--- src/rtl/mips32_fetch_queue.sv ---
// Instruction prefetch stage: owns the PC, issues single-cycle-latency imem reads,
// and buffers {instruction, NPC} pairs in a small FIFO toward decode.
module mips32_fetch_queue #(
   parameter int unsigned DEPTH    = 4,
   parameter int unsigned ADDR_W   = 10,
   parameter logic [31:0] RESET_PC = 32'h0000_0000,
   localparam int unsigned CW      = $clog2(DEPTH + 1)
) (
   input  logic              clock,
   input  logic              reset_n,
   output logic              imem_req,
   output logic [ADDR_W-1:0] imem_addr,
   input  logic [31:0]       imem_rdata,
   input  logic              redirect_valid,
   input  logic [31:0]       redirect_pc,
   input  logic              halt,
   output logic              id_valid,
   input  logic              id_ready,
   output logic [31:0]       id_ir,
   output logic [31:0]       id_npc,
   output logic [CW-1:0]     queue_count,
   output logic [31:0]       pc
);

   localparam int unsigned PW = $clog2(DEPTH);
   localparam int unsigned SW = CW + 1;

   logic [31:0]   r_pc;
   logic [31:0]   r_tag;
   logic          r_inflight;
   logic [CW-1:0] r_count;
   logic [PW-1:0] r_wr_ptr;
   logic [PW-1:0] r_rd_ptr;
   logic [31:0]   r_fifo_ir  [DEPTH];
   logic [31:0]   r_fifo_npc [DEPTH];

   logic [SW-1:0] w_occ;
   logic          w_issue;
   logic          w_push;
   logic          w_pop;
   logic [PW-1:0] w_wr_next;
   logic [PW-1:0] w_rd_next;

   // Issue only when a slot is guaranteed for the response, so the FIFO never overflows
   assign w_occ     = SW'(r_count) + SW'(r_inflight);
   assign w_issue   = reset_n & ~halt & ~redirect_valid & (w_occ < SW'(DEPTH));
   assign w_push    = r_inflight & ~redirect_valid;
   assign w_pop     = (r_count != '0) & id_ready & ~redirect_valid;
   assign w_wr_next = (r_wr_ptr == PW'(DEPTH - 1)) ? '0 : r_wr_ptr + PW'(1);
   assign w_rd_next = (r_rd_ptr == PW'(DEPTH - 1)) ? '0 : r_rd_ptr + PW'(1);

   assign imem_req    = w_issue;
   assign imem_addr   = r_pc[ADDR_W-1:0];
   assign id_valid    = (r_count != '0);
   assign id_ir       = r_fifo_ir[r_rd_ptr];
   assign id_npc      = r_fifo_npc[r_rd_ptr];
   assign queue_count = r_count;
   assign pc          = r_pc;

   // PC, in-flight tracking and FIFO state; a redirect flushes everything
   always_ff @(posedge clock or negedge reset_n) begin
      if (!reset_n) begin
         r_pc       <= RESET_PC;
         r_tag      <= '0;
         r_inflight <= 1'b0;
         r_count    <= '0;
         r_wr_ptr   <= '0;
         r_rd_ptr   <= '0;
         for (int i = 0; i < int'(DEPTH); i++) begin
            r_fifo_ir[i]  <= '0;
            r_fifo_npc[i] <= '0;
         end
      end else if (redirect_valid) begin
         r_pc       <= redirect_pc;
         r_inflight <= 1'b0;
         r_count    <= '0;
         r_wr_ptr   <= '0;
         r_rd_ptr   <= '0;
      end else begin
         if (w_push) begin
            r_fifo_ir[r_wr_ptr]  <= imem_rdata;
            r_fifo_npc[r_wr_ptr] <= r_tag + 32'd1;
            r_wr_ptr             <= w_wr_next;
         end
         if (w_pop) begin
            r_rd_ptr <= w_rd_next;
         end
         case ({w_push, w_pop})
            2'b10:   r_count <= r_count + CW'(1);
            2'b01:   r_count <= r_count - CW'(1);
            default: r_count <= r_count;
         endcase
         r_inflight <= w_issue;
         if (w_issue) begin
            r_pc  <= r_pc + 32'd1;
            r_tag <= r_pc;
         end
      end
   end

endmodule

--- config.mk ---
export PLATFORM = sky130hd
export DESIGN_NAME = mips32_fetch_queue
export DESIGN_NICKNAME = d
export VERILOG_FILES = /design/src/rtl/mips32_fetch_queue.sv
export SDC_FILE = /design/constraint.sdc
export NUM_CORES = 1
export LEC_CHECK = 0
export CAP_MARGIN = 20
export CORE_UTILIZATION = 40
export DETAILED_ROUTE_END_ITERATION = 7
export DONT_BUFFER_PORTS = 1
export GPL_ROUTABILITY_DRIVEN = 0
export GPL_TIMING_DRIVEN = 0
export HOLD_SLACK_MARGIN = 0.08
export PLACE_DENSITY = 0.64
export SLEW_MARGIN = 20
export SYNTH_ARGS = -nofsm -noshare
export SYNTH_HDL_FRONTEND = slang
export SYNTH_SLANG_ARGS = --single-unit
--- constraint.sdc ---
create_clock -name clock -period 2.1 [get_ports clock]
set_input_delay 0.21 -clock clock [delete_from_list [all_inputs] [get_ports clock]]
set_output_delay 0.21 -clock clock [all_outputs]
set_load 0.01 [all_outputs]
==> results of run 1 <==
[how the worst max path moves through the flow]
stage / to / cells after the start
floorplan: pc[27] / 6
global placement: r_fifo_npc[62] / 6
detailed placement: r_fifo_npc[62] / 6
CTS: imem_req / 6
global route: imem_req / 6
finish: id_npc[17] / 3
[worst max-delay path: stages (launching register included)]
cell	delay [ns]
dfrtp_2	0.45
buf_12	0.19
clkbuf_16	0.17
mux4_2	0.56
[power by group through the flow]
| stage | sequential (mW) | clock [mW] | combinational (mW) |
|---|---|---|---|
| 2_1_floorplan | 8.38 | 0 | 3.45 |
| 3_3_place_gp | 8.65 | 0 | 4.38 |
| 3_5_place_dp | 8.73 | 0 | 4.47 |
| 4_1_cts | 8.67 | 6.46 | 4.82 |
| 5_1_grt | 8.90 | 6.70 | 5.51 |
| 6_report | 8.71 | 6.30 | 5.07 |
[logic make-up (layout without fill, tap and decap cells)]
group,count (synthesis),count (layout),share of synthesized area [%]
and+or+nand+nor,413,413,12.6
DFF,328,328,55.1
muxes,199,199,19.8
AOI/OAI and AO/OA,184,184,6.97
buffers and inverters,95,259,2.76
xor gates and xnor gates,36,36,2.11
adders and majority gates,7,7,0.638
[state kept, by name (all words and copies together) (netlist names)]
register / cells
r_rd_ptr: 2
r_fifo_npc: 128
r_inflight: 1
r_fifo_ir: 128
queue_count: 3
pc: 32
r_tag: 32
r_wr_ptr: 2
[per-layer routing]
| layer | GRT usage, % | up-vias |
|---|---|---|
| met5 | 0 | - |
| li1 | - | 4783 |
| met1 | 26.9 | 5336 |
| met3 | 4.51 | 60 |
| met4 | 5.60 | 0 |
| met2 | 35.0 | 394 |
[synthesized netlist by cell type, drive strengths merged (6+ instances only)]
| master | instances | area (um^2) |
|---|---|---|
| and3 | 12 | 75.1 |
| buf | 44 | 220 |
| clkbuf | 41 | 154 |
| dfrtp | 328 | 8210 |
| ha | 6 | 75.1 |
| inv | 10 | 37.5 |
| mux2 | 132 | 1490 |
| mux4 | 64 | 1440 |
| nand2 | 266 | 998 |
| nand3 | 46 | 260 |
| nand4 | 16 | 100 |
| nor2 | 31 | 116 |
| nor3 | 11 | 55.1 |
| nor4 | 8 | 98.9 |
| o211ai | 10 | 75.1 |
| o21ai | 141 | 706 |
| o311ai | 10 | 87.6 |
| xnor2 | 12 | 105 |
| xor2 | 24 | 210 |
[area by class of cell]
type | instances | area [um^2] | share of cell area [%]
buffer | 85 | 601 | 3.30
clock buffer | 50 | 1020 | 5.63
clock inverter | 10 | 140 | 0.770
inverter | 10 | 37.5 | 0.206
multi-input combinational | 839 | 6530 | 35.8
sequential | 328 | 8230 | 45.2
tap | 468 | 586 | 3.22
timing repair buffer | 104 | 1050 | 5.80
[what timing repair did]
item / CTS / global route
buffers inserted: 10 / 22
endpoints found under the hold margin: 490 / 328
gates resized for setup: 99 / 77
gates cloned: 0 / 6
pin swaps: 9 / 12
setup endpoints to repair: 278 / 281
[metrics by stage]
| stage | std cells | setup TNS, ns | power, mW |
|---|---|---|---|
| 2_1_floorplan | 1262 | 0 | 11.8 |
| 3_3_place_gp | 1730 | -48.11 | 13.0 |
| 3_5_place_dp | 1730 | -52.13 | 13.2 |
| 4_1_cts | 1866 | -0.247 | 19.9 |
| 5_1_grt | 1894 | -1.93 | 21.1 |
| 6_report | 1894 | -0.00684 | 20.1 |
==> impl_metrics.json, run 1 <==
{
  "failed_checks": "negative hold slack, negative setup slack",
  "area_growth_pct": 22.1,
  "rrSetupSlack_ns": 0.03,
  "finalMaxSlewViolations": 0,
  "seq_area_frac_synth_pct": 55.1,
  "vias": 10600,
  "p_int_mw": 13.8,
  "worstHoldPathType": "input port to asynchronous set/reset pin",
  "hold_buffers": 66,
  "leakagePower_nw": 8.12,
  "drive_gt1_share_pct": 28.8,
  "routed_via_density": 5.58,
  "die_y_um": 195,
  "grt_max_degree": 330,
  "wl_per_cell_um": 20.7,
  "ys_ff_latch": 328,
  "cts_sinks": 328,
  "reg2reg_to": "r_fifo_npc[23]",
  "drt_iter0_markers": 589,
  "synthArstFlopShare_pct": 100,
  "rr_worst_depth": 5,
  "yosys_warnings": 0,
  "synth_area_per_cell_um2": 11.8,
  "startpoint": "r_rd_ptr[0]",
  "hpwl_mm": 25.8,
  "grt_overflow": 0,
  "die_x_um": 195,
  "switchingPower_mw": 6.25,
  "synth_cells": 1262,
  "fill_cells": 3180,
  "ys_types": 50,
  "io_pins": 180,
  "clk_pin_slew_worst_paths_ns": 0.05,
  "rsz0062_at_grt": "yes",
  "syn-num-nets": 1338,
  "comb_power_share_pct": 25.3,
  "clock.fmax_mhz": 475,
  "highest_layer": "met4",
  "dpl_cell_area_um2": 15500,
  "drc": 0,
  "clockBufferDepth": 3,
  "final_cell_mix": "dfrtp_1, nand2_1, mux2_2, o21ai_0, dlygate4sd3_1",
  "grt_pass1_wl_mm": 62.0,
  "die_area_um2": 38000,
  "io_buffers": 0,
  "grt_antenna_before_repair": 0,
  "final_core_util_pct": 49.7,
  "htreeDepth": 2,
  "seqPwrFrac_pct": 43.4,
  "rows": 70,
  "reg2reg_from": "r_tag[3]",
  "routed_wl_mm": 39.2,
  "slew_headroom_pct": 55.7,
  "firstDrtPassIters": 6,
  "critical_path.startpoint_type": "flop",
  "critical_path_arrival_ns": 1.90,
  "setup_ws_ns": -0.00560,
  "fin_crit_sh_pct": 100,
  "layout_commonest_cell": "dfrtp_1",
  "grt_pass1_vias": 10900,
  "antenna_left": 0,
  "tightest_slew_ns": 0.665,
  "layout.nets": 1481,
  "finalHoldViolCount": 328,
  "p_clk_share_pct": 31.4,
  "dr_wl_met2_mm": 19.2,
  "synth_top_flop_cell": "dfrtp_1",
  "start_util_pct": 40.7,
  "final_area_um2": 18200,
  "crit_path_end_kind": "output port",
  "required_ns": 1.89,
  "cts-root-buf": "clkbuf_16",
  "cts_tree": "built",
  "critical_path_class": "flop to output port",
  "layout_min_cycle_time_ns": 2.11,
  "diodes": 0,
  "synth_edf_count": 0,
  "clk_latency_ns": 0.53,
  "p_per_area_nw_per_um2": 1100,
  "syn_area_um2": 14900,
  "status": "complete, but fails checks",
  "cap_violations": 0,
  "dp_slack_ns": -0.507,
  "cts_buffers": 37,
  "core_area_um2": 36600,
  "peakVddDrop_v": 0.000676,
  "wl_met1_mm": 16.4,
  "grt_use_total_pct": 20.7,
  "hold_slack_ns": -0.616,
  "fin_worst_skew_ns": 0.0228,
  "p_sw_share_pct": 31.1,
  "wl_met3_mm": 2.82,
  "finalSetupViolCount": 2,
  "worst-path-max-fanout": 7
}
Note: power is estimated with default switching activity, not from simulation.
==> run 2, diff against run 1 <==
--- a/config.mk
+++ b/config.mk
@@ -5,8 +5,8 @@
 export SDC_FILE = /design/constraint.sdc
 export NUM_CORES = 1
 export LEC_CHECK = 0
-export CAP_MARGIN = 20
 export CORE_UTILIZATION = 40
+export CTS_BUF_LIST = sky130_fd_sc_hd__clkbuf_4 sky130_fd_sc_hd__clkbuf_8
 export DETAILED_ROUTE_END_ITERATION = 7
 export DONT_BUFFER_PORTS = 1
 export GPL_ROUTABILITY_DRIVEN = 0
==> run 2 against run 1 <==
  * The run still ends with negative hold slack, negative setup slack left
  * Worst hold slack worse by 0.068 ns
  * Count of clock-buffer cells in the layout is 42 higher
  * First-iteration DRC count is 8.1% higher
  * Clock power is 5.6% lower
  * Die area stayed put
  * Critical path type unchanged
  * Critical endpoint is now id_ir[22]
  * Highest routed layer unchanged
==> impl_metrics.json, run 2 (synthesis results as in run 1) <==
{
  "status": "complete, but fails checks",
  "failed_checks": "negative hold slack, negative setup slack",
  "final_core_util_pct": 49.9,
  "peakVddDrop_v": 0.000516,
  "start_util_pct": 40.7,
  "finalMaxSlewViolations": 0,
  "rsz0062_at_grt": "yes",
  "grt_pass1_wl_mm": 63.4,
  "antenna_left": 0,
  "die_area_um2": 38000,
  "io_buffers": 0,
  "cap_violations": 0,
  "critical_path_class": "flop to output port",
  "tightest_slew_ns": 0.692,
  "critical_path_arrival_ns": 1.90,
  "routed_wl_mm": 40.1,
  "finalPower_mw": 19.9,
  "die_y_um": 195,
  "cts-root-buf": "clkbuf_8",
  "gr-usage-met1_pct": 27.2,
  "rows": 70,
  "vias": 10800,
  "htreeDepth": 2,
  "required_ns": 1.89,
  "instances_no_fill": 1935,
  "layout_commonest_cell": "dfrtp_1",
  "busiest_layer": "met2",
  "hold_slack_ns": -0.684,
  "finalSetupViolCount": 3,
  "cts_sinks": 328,
  "routed_via_density": 5.57,
  "dp.cells": 1730,
  "top_regs": "r_fifo_ir x128, r_fifo_npc x128",
  "clockBufferDepth": 3,
  "core_area_um2": 36600,
  "area_growth_pct": 22.5,
  "tns_ns": -0.0193,
  "final_area_um2": 18300,
  "drt_iter0_markers": 637,
  "crit_path_end_kind": "output port",
  "die_x_um": 195,
  "hold_buffers": 66,
  "drc": 0,
  "cts_tree": "built",
  "diodes": 0,
  "crit_path_cell_trace": "buf_6, clkbuf_16, mux4_2",
  "dpl_cell_area_um2": 15500,
  "cts_buffers": 54,
  "fin_crit_sh_pct": 101,
  "p_per_area_nw_per_um2": 1090,
  "layout_min_cycle_time_ns": 2.11,
  "grt_util_met2_pct": 35.6,
  "grt_overflow": 0,
  "leakagePower_nw": 8.19,
  "grt_use_total_pct": 21.2,
  "drive_gt1_share_pct": 31.2,
  "clk_pin_slew_worst_paths_ns": 0.06,
  "worstHoldPathType": "input port to asynchronous set/reset pin",
  "worst-path-max-fanout": 5,
  "layout.nets": 1503,
  "clock.fmax_mhz": 474,
  "critical_path.startpoint_type": "flop",
  "fin_worst_skew_ns": 0.0231,
  "grt_max_degree": 330,
  "wl_per_cell_um": 20.7,
  "firstDrtPassIters": 5,
  "grt_antenna_before_repair": 0,
  "finalHoldViolCount": 328,
  "hpwl_mm": 25.8,
  "cp_slowest_stage_delay_ns": 0.54,
  "slew_headroom_pct": 53.9,
  "final_cell_mix": "dfrtp_1, nand2_1, mux2_2, o21ai_0, clkbuf_8",
  "io_pins": 180,
  "grt_pass1_vias": 11200,
  "slowest_stage": "mux4_2",
  "dp_slack_ns": -0.507,
  "setup_ws_ns": -0.0106,
  "gr-usage-met3_pct": 4.94,
  "clk_latency_ns": 0.60
}
run 2: worst paths after layout:
check                                 endpoint            from  slack (ns)  cells after the start
max in group asynchronous                pc[8]         reset_n        2.28                      0
worst min-delay path             r_fifo_ir[85]         reset_n       -0.68                      0
min in group clock                      pc[21]  redirect_valid        0.20                      3
worst min register to register  r_fifo_npc[46]  r_fifo_npc[46]        0.47                      2
worst max-delay path                 id_ir[22]     r_rd_ptr[0]       -0.01                      3
worst max register to register          pc[27]          pc[13]        0.02                      7
run 2: per-layer routing:
layer  up-vias  wire length, um
li1       4834                -
met1      5460            16900
met2       393            19500
met3        88             2580
met4         0             1200
met5         -                0
run 2: area by class of cell:
class	instances	area, um^2
Fill cell	3246	18300
Sequential cell	328	8230
Multi-Input combinational cell	839	6510
Clock buffer	92	1140
Timing Repair Buffer	109	1110
Buffer	85	628
Tap cell	468	586
Inverter	10	37.5
Clock inverter	4	22.5
run 2: report_power, final:
group	switching (mW)	internal, mW
Sequential	1.13	7.58
Combinational	2.63	2.57
Clock	2.56	3.39
Total	6.33	13.5
run 2: critical path: cells and delay by family, from the launching register on:
| family | cells | cell delay (ns) |
|---|---|---|
| buffers and inverters | 2 | 0.35 |
| flip-flops | 1 | 0.42 |
| multiplexers | 1 | 0.54 |
run 2: what timing repair did:
action	in CTS	in global routing
pin swaps	5	11
cloned	6	2
buffers inserted	15	24
endpoints found under the setup margin	278	286
hold endpoints to repair	494	328
gates resized for setup	111	76
